**config.mk**
```make
export PLATFORM = sky130hd
export DESIGN_NAME = demux_1x8_seq
export DESIGN_NICKNAME = d
export VERILOG_FILES = /design/src/rtl/demux_1x8_seq.sv
export SDC_FILE = /design/constraint.sdc
export NUM_CORES = 1
export LEC_CHECK = 0
export BUFFER_PORTS_ARGS = -buffer_cell sky130_fd_sc_hd__buf_2
export CAP_MARGIN = 5
export CORE_MARGIN = 4
export CORE_UTILIZATION = 40
export DETAILED_ROUTE_END_ITERATION = 8
export RECOVER_POWER = 50
export SYNTH_ARGS = -nofsm -noshare
export SYNTH_HDL_FRONTEND = slang
export SYNTH_SLANG_ARGS = --single-unit
```
**constraint.sdc**
```tcl
create_clock -name clk -period 4.7 [get_ports clk]
set_input_delay 1.41 -clock clk [delete_from_list [all_inputs] [get_ports clk]]
set_output_delay 1.41 -clock clk [all_outputs]
set_load 0.005 [all_outputs]
```
**src/rtl/demux_1x8_seq.sv**
```systemverilog
// Registered 1-to-8 demultiplexer: addressed (sel) or scan (ptr) lane fill.
// Ports: clk, rst_n, din, in_valid, sel, mode, clear -> dout, lane_valid,
//   ptr, frame_done (+ parity when DEMUX_PARITY_EN is defined).
module demux_1x8_seq #(
   parameter int WIDTH = 1
) (
   input  logic               clk,
   input  logic               rst_n,
   input  logic [WIDTH-1:0]   din,
   input  logic               in_valid,
   input  logic [2:0]         sel,
   input  logic               mode,
   input  logic               clear,
   output logic [8*WIDTH-1:0] dout,
   output logic [7:0]         lane_valid,
   output logic [2:0]         ptr,
   output logic               frame_done
`ifdef DEMUX_PARITY_EN
   ,
   output logic               parity
`endif
);

   localparam logic [1:0] IDLE = 2'd0;
   localparam logic [1:0] FILL = 2'd1;
   localparam logic [1:0] DONE = 2'd2;

   logic [1:0]         state, state_n;
   logic               mode_q;
   logic [8*WIDTH-1:0] dout_n;
   logic [7:0]         lv_n;
   logic [2:0]         ptr_n;
   logic               fd_n;

   always_comb begin
      dout_n  = dout;
      lv_n    = lane_valid;
      ptr_n   = ptr;
      state_n = state;
      if (clear) begin
         dout_n  = '0;
         lv_n    = '0;
         ptr_n   = '0;
         state_n = IDLE;
      end else if (mode != mode_q) begin
         // first cycle in a new mode restarts the scan and drops the write
         ptr_n   = '0;
         state_n = IDLE;
      end else if (!mode) begin
         if (in_valid) begin
            dout_n[int'(sel)*WIDTH +: WIDTH] = din;
            lv_n[sel] = 1'b1;
         end
      end else begin
         case (state)
            IDLE, FILL: begin
               if (in_valid) begin
                  dout_n[int'(ptr)*WIDTH +: WIDTH] = din;
                  // lane 0 out of IDLE opens a fresh frame
                  if (state == IDLE && ptr == 3'd0)
                     lv_n = 8'h01;
                  else
                     lv_n = lane_valid | (8'h01 << ptr);
                  ptr_n   = ptr + 3'd1;
                  state_n = (ptr == 3'd7) ? DONE : FILL;
               end
            end
            DONE: begin
               if (in_valid) begin
                  dout_n[WIDTH-1:0] = din;
                  lv_n    = 8'h01;
                  ptr_n   = 3'd1;
                  state_n = FILL;
               end else begin
                  state_n = IDLE;
               end
            end
            default: state_n = IDLE;
         endcase
      end
      fd_n = (lv_n == 8'hFF) && (lane_valid != 8'hFF);
   end

   always_ff @(posedge clk or negedge rst_n) begin
      if (!rst_n) begin
         dout       <= '0;
         lane_valid <= '0;
         ptr        <= '0;
         frame_done <= 1'b0;
         mode_q     <= 1'b0;
         state      <= IDLE;
      end else begin
         dout       <= dout_n;
         lane_valid <= lv_n;
         ptr        <= ptr_n;
         frame_done <= fd_n;
         mode_q     <= mode;
         state      <= state_n;
      end
   end

`ifdef DEMUX_PARITY_EN
   always_ff @(posedge clk or negedge rst_n) begin
      if (!rst_n)
         parity <= 1'b0;
      else
         parity <= ^dout_n;
   end
`endif

endmodule
```
==> run summary, run 1 <==
• total cell area at the placement stage: 0.00190 mm2
• final core utilization: 46.8%
• buffer levels on the longest clock path: 2
• DR DRC count: 0
• H-Tree Level Count: 1
• cell at the root of the clock tree: clkbuf_8
• Clock transition at path regs: 0.09 ns
• Layout Nets: 245
• Mapped Area: 0.00177 mm2
• starting density of the core: 42.7%
• number of antenna violations at the first check in global routing: 0
• setup fix buffers added after clock tree synthesis: 0
• Maximum Capacitance Violations: 0
• Mapped Avg Cell Area: 8.76 um2
• cells after synthesis: 202
• FILL cells: 426
• setup clock skew after layout: 0.00481 ns
• first-pass GRT wire length: 7.42 mm
• RSZ-0062 raised after global routing: false
• Fin. Hold Viols: 0
• top cells by instance count after synthesis: dfrtp_1, a21oi_1, nor2_1
• area of the multi-input gates: 0.00108 mm2
• number of enable flip-flop cells after synthesis: 0
• leakage power total: 0.000881 uW
• number of global-route vias before repair: 1511
• count of final setup violators: 0
• initial detailed-routing violation count: 125
• Remaining Overflow, GRT: 0
• last weighted congestion value of the routability-driven placer: 0.841
• area share of the leading cell type in the synthesized netlist: 32.5%
• number of input and output port buffers inserted: 28
• maximum fanout encountered on the critical timing path: 9
• filler-free cell count of the finished design: 271
• kind of critical path: input pin to flop
• synthesis-to-layout area growth: 9.55%
• number of storage elements in the synthesis netlist: 23
• number of clock buffers inserted by TritonCTS: 3
• number of sinks on the clock net: 23
• Crit path arrival time: 3.23 ns
• TritonRoute pass-1 iters: 4
• DP Cell Count: 267
• largest cells by area after synthesis: dfrtp_1, ha_1, a21oi_1, mux2_1, nor2_1
• final number of max-transition violations: 0
• Post-CTS Resized: 0
• post-layout min period: 3.07 ns
• endpoint type of the worst setup path: flop
• beginning of the worst register-to-register path: ptr[0]
• total die area: 0.00555 mm2
• Syn. warnings: 0
• origin of the worst min-delay path: dout[7]
• class of the most critical hold timing path: flop to flop
• I/O pin total: 29
• clock tree from TritonCTS: done
• leading cell type by number of instances after synthesis: dfrtp_1
• share of layout cells above drive strength 1: 14.9%
• transition time at the pin with the least slew margin: 1.29 ns
• Async S/R FF share, synth: 100%
• number of placement rows: 23
• sequential standard cell area: 576 um2
• largest net degree at the start of global routing: 24
• largest vdd supply drop: 0.0847 mV
• proportion of synthesized chip area in sequential cells: 32.5%
• Die Span X: 74.5 um
• post-cts hold buffer count: 0
• total number of vias: 1566
• count of different cell masters after synthesis: 45
• core outline area: 0.00414 mm2
• Most used DFF post-synth: dfrtp_1
• Max-slew headroom: 13.8%
• final design area excluding fillers: 0.00194 mm2
• routed wirelength normalized by instance count: 15.6 um
• worst setup path start: sel[0]
• detailed-route vias per instance: 5.78
• final period utilization: 65.4%
• post-synthesis cell type with the largest combined area: dfrtp_1
• total nets after synthesis: 225
• Overall Power: 407 uW
• placed wire-length estimate: 3.25 mm
• final antenna diode count: 0
• setup tns final: 0 ns
• post-detailed-routing wire length: 4.24 mm
• power per unit of standard cell area: 210 mW/mm2
• run status: finished clean
• clock insertion delay at the later pin of the skew report: 0.27 ns
• required time of the worst setup path: 4.85 ns
• final antenna-violating net count: 0
• Max Clock Freq: 0.325 GHz
• launching element type of the critical path: input pin
• die height: 74.5 um
• total routing usage reported by global routing: 17.2%
==> kinds of logic (layout without fill, tap and decap cells) <==
kind of cell	after synthesis	after routing	share of synthesized area, %
buffers and inverters	24	43	6.44
adder cells (fa/ha/maj)	14	14	9.90
multiplexers	8	8	5.02
flip-flops	23	23	32.5
AND/OR/NAND/NOR	78	78	26.0
AO/OA/AOI/OAI	55	55	20.2
==> sequential cells by signal (all words and copies together), names as in the netlist <==
| name | flops |
|---|---|
| state | 2 |
| ptr | 3 |
| dout | 8 |
| mode_q | 1 |
| lane_valid | 8 |
| frame_done | 1 |
==> where the power goes <==
group | internal, uW | total (uW) | switching, uW
sequential | 201 | 206 | 4.66
combinational | 26.8 | 74.3 | 47.5
clock | 59.3 | 127 | 67.8
==> cells in the final DEF, fill, tap and decap left out, types with 2 or more instances in the layout <==
cell and count:
dfrtp_1 23, a31oi_1 8, nand2_1 10, a211oi_1 3
nor4b_1 2, and3b_1 2, nor3b_1 4, o21ai_0 3
mux2_1 7, nand4_1 5, or3_1 3, a21oi_1 17
o32ai_1 2, nor2b_1 5, clkbuf_1 6, nor2_1 15
nand2b_1 5, o22ai_1 7, ha_1 14, clkbuf_8 3
inv_1 11, nand3b_2 2, o21ai_1 4, buf_2 22
a21o_1 2, nand4b_1 2, nand3_1 11, nor3_1 5
==> stage by stage <==
stage	setup WS (ns)	hold slack, ns
floorplan	1.63	0.483
global placement	1.38	0.466
detailed placement	1.38	0.481
CTS	1.65	0.501
global route	1.47	0.527
finish	1.63	0.494
==> layer usage <==
layer / track usage [%] / share of wire, % / up-vias
met5: 0 / 0 / -
met4: 5.53 / 1.3 / 0
met3: 2.43 / 4.6 / 6
met2: 26.0 / 45 / 44
met1: 25.1 / 49 / 738
li1: - / - / 778
==> worst paths after layout <==
path                            slack [ns]  cells past startpoint             to
worst max register to register        2.30                      7        dout[4]
max in group asynchronous             2.54                      1       state[0]
worst min-delay path                  0.49                      1        dout[7]
worst max-delay path                  1.63                      9        dout[0]
min in group asynchronous             1.40                      1  lane_valid[7]
worst min register to register        0.49                      1        dout[7]
==> final cells by class <==
class	count	area share, %
clock buffers	3	2.13
multi-input cells	155	55.7
repair buffers	28	6.84
inverters	11	2.13
clock inverters	1	0.258
flip-flops and latches	23	29.7
well taps	50	3.23
==> worst max-delay path: stages <==
cell and delay, ns:
buf_2 0.15, inv_1 0.09, ha_1 0.20, ha_1 0.39, or4bb_1 0.53, nor3_1 0.14
o21ai_1 0.09, mux2i_1 0.15, nor2_1 0.06
(Power assumes the default switching activity.)
==> inputs of run 2 (changes only) <==
==> constraint.sdc (replaced) <==
create_clock -name clk -period 2.95 [get_ports clk]
set_input_delay 0.885 -clock clk [delete_from_list [all_inputs] [get_ports clk]]
set_output_delay 0.885 -clock clk [all_outputs]
set_load 0.005 [all_outputs]
==> run 2 against run 1 <==
- first-iteration DRC count up 4.0%
- sequential power up 59%
- register-to-register slack worse by 1.8 ns
- total power up 62%
- global-route usage down 0.47 points
- clock skew up 0.0050 ns
- critical path depth down 4
- routed wire length up 0.66%
- highest routed layer unchanged
- largest power group unchanged
- clock-buffer cell count unchanged
- die area unchanged
- sequential share of layout area down 0.11 points
- critical path type unchanged
- clock power up 66%
==> run summary, run 2 (synthesized netlist as in run 1, its figures left out) <==
• critical path, cell by cell: clkbuf_1 -> nor4b_1 -> nand4b_1 -> a21oi_1 -> mux2_1
• Crit path arrival time: 2.65 ns, -0.58 ns
• Fin. Hold Viols: 0, unchanged
• routed wirelength normalized by instance count: 15.7 um, +0.29%
• total die area: 0.00555 mm2, unchanged
• core outline area: 0.00414 mm2, unchanged
• kind of cell with the highest combined delay on the critical path: simple AND/OR/NAND/NOR gates
• final period utilization: 84.1%
• transition time at the pin with the least slew margin: 1.33 ns, +0.0355 ns
• number of global-route vias before repair: 1489, -1.5%
• total number of vias: 1563, -0.19%
• Remaining Overflow, GRT: 0, unchanged
• H-Tree Level Count: 1, unchanged
• commonest cells after routing, fill and taps aside: dfrtp_1, buf_2, a21oi_1, nor2_1, ha_1
• maximum fanout encountered on the critical timing path: 20, +11
• final number of max-transition violations: 0, unchanged
• hold-critical path depth: 1, unchanged
• Register-to-Register Setup Slack: 0.54 ns, -1.76 ns
• Top Registers: dout: 8 flops, lane_valid: 8 flops, ptr: 3 flops
• post-cts hold buffer count: 0, unchanged
• last weighted congestion value of the routability-driven placer: 0.858, +2.0%
• detailed-route vias per instance: 5.75, -0.56%
• placed wire-length estimate: 3.25 mm, -0.15%
• Overall Power: 659 uW, +62%
• setup tns final: 0 ns, unchanged
• TritonRoute pass-1 iters: 4, unchanged
• maximum single-stage delay on the critical path: 0.58 ns, +0.05 ns
• Die Span X: 74.5 um, unchanged
• initial detailed-routing violation count: 130, +4.0%
• power per unit of standard cell area: 339 mW/mm2, +61%
• number of clock buffers inserted by TritonCTS: 3, unchanged
• largest vdd supply drop: 0.148 mV, +75%
• Maximum Capacitance Violations: 0, unchanged
• final antenna-violating net count: 0, unchanged
• required time of the worst setup path: 3.12 ns, -1.73 ns
• RSZ-0062 raised after global routing: false
• die height: 74.5 um, unchanged
• post-detailed-routing wire length: 4.27 mm, +0.66%
• largest net degree at the start of global routing: 24, unchanged
• number of placement rows: 23, unchanged
• number of antenna violations at the first check in global routing: 0, unchanged
• I/O pin total: 29, unchanged
• share of layout cells above drive strength 1: 14.4%, -0.52 points
• class of the most critical hold timing path: flop to flop
• buffer levels on the longest clock path: 2, unchanged
• setup fix buffers added after clock tree synthesis: 0, unchanged
• starting density of the core: 42.7%, unchanged
• final worst slack: 0.468 ns, -1.16 ns
• Max Clock Freq: 0.403 GHz
• synthesis-to-layout area growth: 9.97%
• length in cells of the worst reg-to-reg path: 7, unchanged
• count of final setup violators: 0, unchanged
• number of sinks on the clock net: 23, unchanged
• first-pass GRT wire length: 7.21 mm, -2.9%
• clock tree from TritonCTS: done
• leading cell type in the layout, fill and taps excluded: dfrtp_1
• kind of critical path: input pin to flop
• endpoint type of the worst setup path: flop
• setup clock skew after layout: 0.00981 ns, +0.00500 ns
• leakage power total: 0.000873 uW, -0.90%
• FILL cells: 444, +4.2%
• cell at the root of the clock tree: clkbuf_8
• final antenna diode count: 0, unchanged
• Max-slew headroom: 11.5%, -2.4 points
• beginning of the worst register-to-register path: ptr[0]
• Clock transition at path regs: 0.10 ns, about the same
• worst-case hold path end point: dout[2]
• destination of the worst register-to-register timing path: dout[6]
• combined buffer and inverter count along the critical path: 1, -1
• run status: finished clean
• origin of the worst min-delay path: dout[2]
• DR DRC count: 0, unchanged
• post-layout min period: 2.48 ns
• launching element type of the critical path: input pin
• clock insertion delay at the later pin of the skew report: 0.27 ns, about the same
• total routing usage reported by global routing: 16.7%, -0.47 points
• Placement Setup Slack: 0.255 ns, -1.12 ns
• cell with the largest stage delay on the worst path: clkbuf_1
• Layout Nets: 246, +0.41%
• number of input and output port buffers inserted: 28, unchanged
• Post-CTS Resized: 0, unchanged
-- run 2: cell count changes in the layout (fill, tap and decap cells not counted), sizes merged --
cell	change
clkbuf	+2
clkinvlp	+1
buf	-1
clkinv	-1
-- run 2: area by class of cell --
class | instances | area, um2 | area share, %
sequential | 23 | 576 | 29.6
tap | 50 | 62.6 | 3.22
clock inverter | 1 | 7.51 | 0.386
multi-input combinational | 155 | 1080 | 55.5
clock buffer | 3 | 41.3 | 2.12
inverter | 11 | 41.3 | 2.12
timing repair buffer | 29 | 138 | 7.07
-- run 2: metal layers --
layer	track usage (%)	part of all wire [%]	vias to the layer above
met4	4.35	0.35	0
li1	-	-	785
met1	24.8	50	729
met3	2.84	5.9	2
met2	25.1	44	47
met5	0	0	-
-- run 2: worst max-delay path by stage --
stage,start,to,slack (ns),cells past startpoint
finish,mode,dout[6],0.47,5
global route,ptr[0],dout[2],0.27,7
CTS,ptr[0],dout[6],0.51,7
detailed placement,sel[0],dout[0],0.25,9
global placement,sel[0],dout[0],0.28,9
floorplan,sel[0],dout[0],0.40,9
-- run 2: power breakdown --
part           switching [uW]  total, uW  internal (uW)
Clock                     115        211           95.8
Sequential               7.51        328            321
Combinational            76.0        120           44.0
Total                     199        659            461
-- run 2: worst reg2reg max path, cell delays in order, from the launching register on --
cell and delay [ns]:
dfrtp_1 0.49, inv_1 0.13, ha_1 0.26, ha_1 0.26
nor4b_1 0.52, nand4b_1 0.16, a21oi_1 0.17, mux2_1 0.33
-- run 2: stage by stage --
| step | std cells | area (um2) | util [%] | hold slack [ns] |
|---|---|---|---|---|
| after global placement | 268 | 1910 | 46.0 | 0.468 |
| after detailed placement | 268 | 1910 | 46.0 | 0.475 |
| after global routing | 272 | 1950 | 47.0 | 0.513 |
| final | 272 | 1950 | 47.0 | 0.494 |
| after floorplan | 202 | 1770 | - | 0.483 |
| after CTS | 272 | 1960 | 47.2 | 0.496 |
==> inputs of run 3 (changes only) <==
==> constraint.sdc (replaced) <==
create_clock -name clk -period 2.5 [get_ports clk]
set_input_delay 0.75 -clock clk [delete_from_list [all_inputs] [get_ports clk]]
set_output_delay 0.75 -clock clk [all_outputs]
set_load 0.005 [all_outputs]
==> run 3 against run 2 <==
- clock skew is 0.0033 ns lower
- total power rose by 19%
- via count grew 3.6%
- clock-buffer cell count up 1
- largest cell class unchanged
- critical path type is now flop to flop
- sequential cell count stayed put
- first-iteration DRC count grew 6.9%
- critical endpoint is now dout[2]
- largest power group unchanged
==> run summary, run 3 (synthesized netlist as in run 1, its figures left out) <==
• core outline area: 0.00414 mm2, unchanged
• Die Span X: 74.5 um, unchanged
• last weighted congestion value of the routability-driven placer: 0.877, +2.2%
• maximum single-stage delay on the critical path: 0.54 ns, -0.04 ns
• Clock transition at path regs: 0.08 ns, -0.02 ns
• Maximum Capacitance Violations: 0, unchanged
• post-layout min period: 2.29 ns
• largest vdd supply drop: 0.263 mV, +78%
• starting density of the core: 42.7%, unchanged
• worst hold slack after final layout: 0.499 ns, +0.00434 ns
• initial detailed-routing violation count: 139, +6.9%
• clock tree from TritonCTS: done
• H-Tree Level Count: 1, unchanged
• detailed-route vias per instance: 5.72, -0.38%
• cell with the most instances on the worst path: ha_1
• length in cells of the worst reg-to-reg path: 7, unchanged
• DR DRC count: 0, unchanged
• leading cell type in the layout, fill and taps excluded: dfrtp_1
• launching element type of the critical path: flop
• run status: finished clean
• final antenna-violating net count: 0, unchanged
• largest net degree at the start of global routing: 24, unchanged
• synthesis-to-layout area growth: 14.4%
• TritonRoute pass-1 iters: 4, unchanged
• class of the most critical hold timing path: flop to flop
• cell internal pwr: 555 uW, +20%
• die height: 74.5 um, unchanged
• setup fix buffers added after clock tree synthesis: 0, unchanged
• worst setup path start: ptr[0]
• share of layout cells above drive strength 1: 17.6%, +3.2 points
• number of sinks on the clock net: 23, unchanged
• total number of vias: 1620, +3.6%
• number of clock buffers inserted by TritonCTS: 3, unchanged
• Layout Nets: 257, +4.5%
• post-cts hold buffer count: 0, unchanged
• Max-slew headroom: 10.1%, -1.4 points
• Post-CTS Resized: 0, unchanged
• Clk network pwr share: 30.5%, -1.5 points
• setup tns final: 0 ns, unchanged
• sequential power share: 49.3%, -0.5 points
• total routing usage reported by global routing: 17.7%, +0.97 points
• Fin. Hold Viols: 0, unchanged
• Combinational Power Share: 20.2%, +2.0 points
• commonest cells after routing, fill and taps aside: dfrtp_1, buf_2, a21oi_1, nor2_1, ha_1
• placed wire-length estimate: 3.47 mm, +6.9%
• RSZ-0062 raised after global routing: false
• beginning of the worst register-to-register path: ptr[0]
• post-detailed-routing wire length: 4.60 mm, +7.9%
• first-pass GRT wire length: 7.58 mm, +5.2%
• endpoint type of the worst setup path: flop
• final antenna diode count: 0, unchanged
• Sw Ratio: 29.2%, -0.91 points
• number of input and output port buffers inserted: 28, unchanged
• I/O pin total: 29, unchanged
• leakage power total: 0.000925 uW, +5.9%
• routed wirelength normalized by instance count: 16.3 um, +3.7%
• hold-critical path depth: 1, unchanged
• final number of max-transition violations: 0, unchanged
• critical path, cell by cell: inv_1 -> ha_1 -> ha_1 -> nor4b_1 -> nand4_1 -> a21oi_1 -> mux2_1
• maximum fanout encountered on the critical timing path: 6, -70%
• cell with the largest stage delay on the worst path: nor4b_1
• transition time at the pin with the least slew margin: 1.35 ns, +0.0206 ns
• kind of critical path: flop to flop
• Remaining Overflow, GRT: 0, unchanged
• setup clock skew after layout: 0.00655 ns, -0.00325 ns
• clock insertion delay at the later pin of the skew report: 0.27 ns, about the same
• final period utilization: 91.6%
• count of final setup violators: 0, unchanged
• origin of the worst min-delay path: dout[7]
• Overall Power: 784 uW, +19%
• number of antenna violations at the first check in global routing: 0, unchanged
• Max Clock Freq: 0.436 GHz
• buffer levels on the longest clock path: 2, unchanged
• Crit path arrival time: 2.44 ns, -0.21 ns
• cell at the root of the clock tree: clkbuf_8
• net switching component of the power: 229 uW, +15%
• number of placement rows: 23, unchanged
• power per unit of standard cell area: 387 mW/mm2, +14%
• total die area: 0.00555 mm2, unchanged
• number of global-route vias before repair: 1567, +5.2%
• Top Registers: dout: 8 flops, lane_valid: 8 flops, ptr: 3 flops
• required time of the worst setup path: 2.65 ns, -0.47 ns
[run 3: layout make-up]
class / count / area [um2]
clock buffer: 4 / 45.0
fill: 405 / 2120
inverter: 11 / 41.3
multi-input combinational: 155 / 1080
sequential: 23 / 576
tap: 50 / 62.6
timing repair buffer: 40 / 219
[run 3: worst paths after layout]
path	to	slack, ns
setup reg to reg	dout[2]	0.21
hold reg to reg	dout[7]	0.50
hold / removal	dout[7]	0.50
min in group asynchronous	frame_done	0.77
setup / recovery	dout[2]	0.21
max in group asynchronous	dout[2]	0.94
[run 3: per-layer routing]
layer	GRT usage (%)	up-vias	routed length (um)
li1	-	806	-
met1	25.4	752	2200
met2	27.5	60	2080
met3	3.24	2	295
met4	4.15	0	25
met5	0	-	0
[run 3: power by group through the flow]
stage                     logic [uW]  registers (uW)  clock network, uW
after floorplan                  102             392                  0
after global placement           156             394                  0
after detailed placement         157             394                  0
after CTS                        158             386                250
after global routing             176             387                260
final                            158             386                239
[run 3: worst max-delay path: cells and delay by family (launching register included)]
| kind | cells | cell delay [ns] |
|---|---|---|
| muxes | 1 | 0.35 |
| adders and majority gates | 2 | 0.52 |
| AOI/OAI and AO/OA | 1 | 0.17 |
| and+or+nand+nor | 2 | 0.70 |
| buffers and inverters | 1 | 0.09 |
| DFF | 1 | 0.35 |
[run 3: metrics by stage]
stage | cells | setup WS (ns) | util (%) | cell area, um2
4_1_cts | 283 | 0.251 | 49.1 | 2030
6_report | 283 | 0.209 | 48.8 | 2020
3_5_place_dp | 279 | 0.0616 | 48.0 | 1990
3_3_place_gp | 279 | 0.0795 | 48.0 | 1990
5_1_grt | 283 | 0.150 | 48.8 | 2020
2_1_floorplan | 202 | 0.0869 | - | 1770
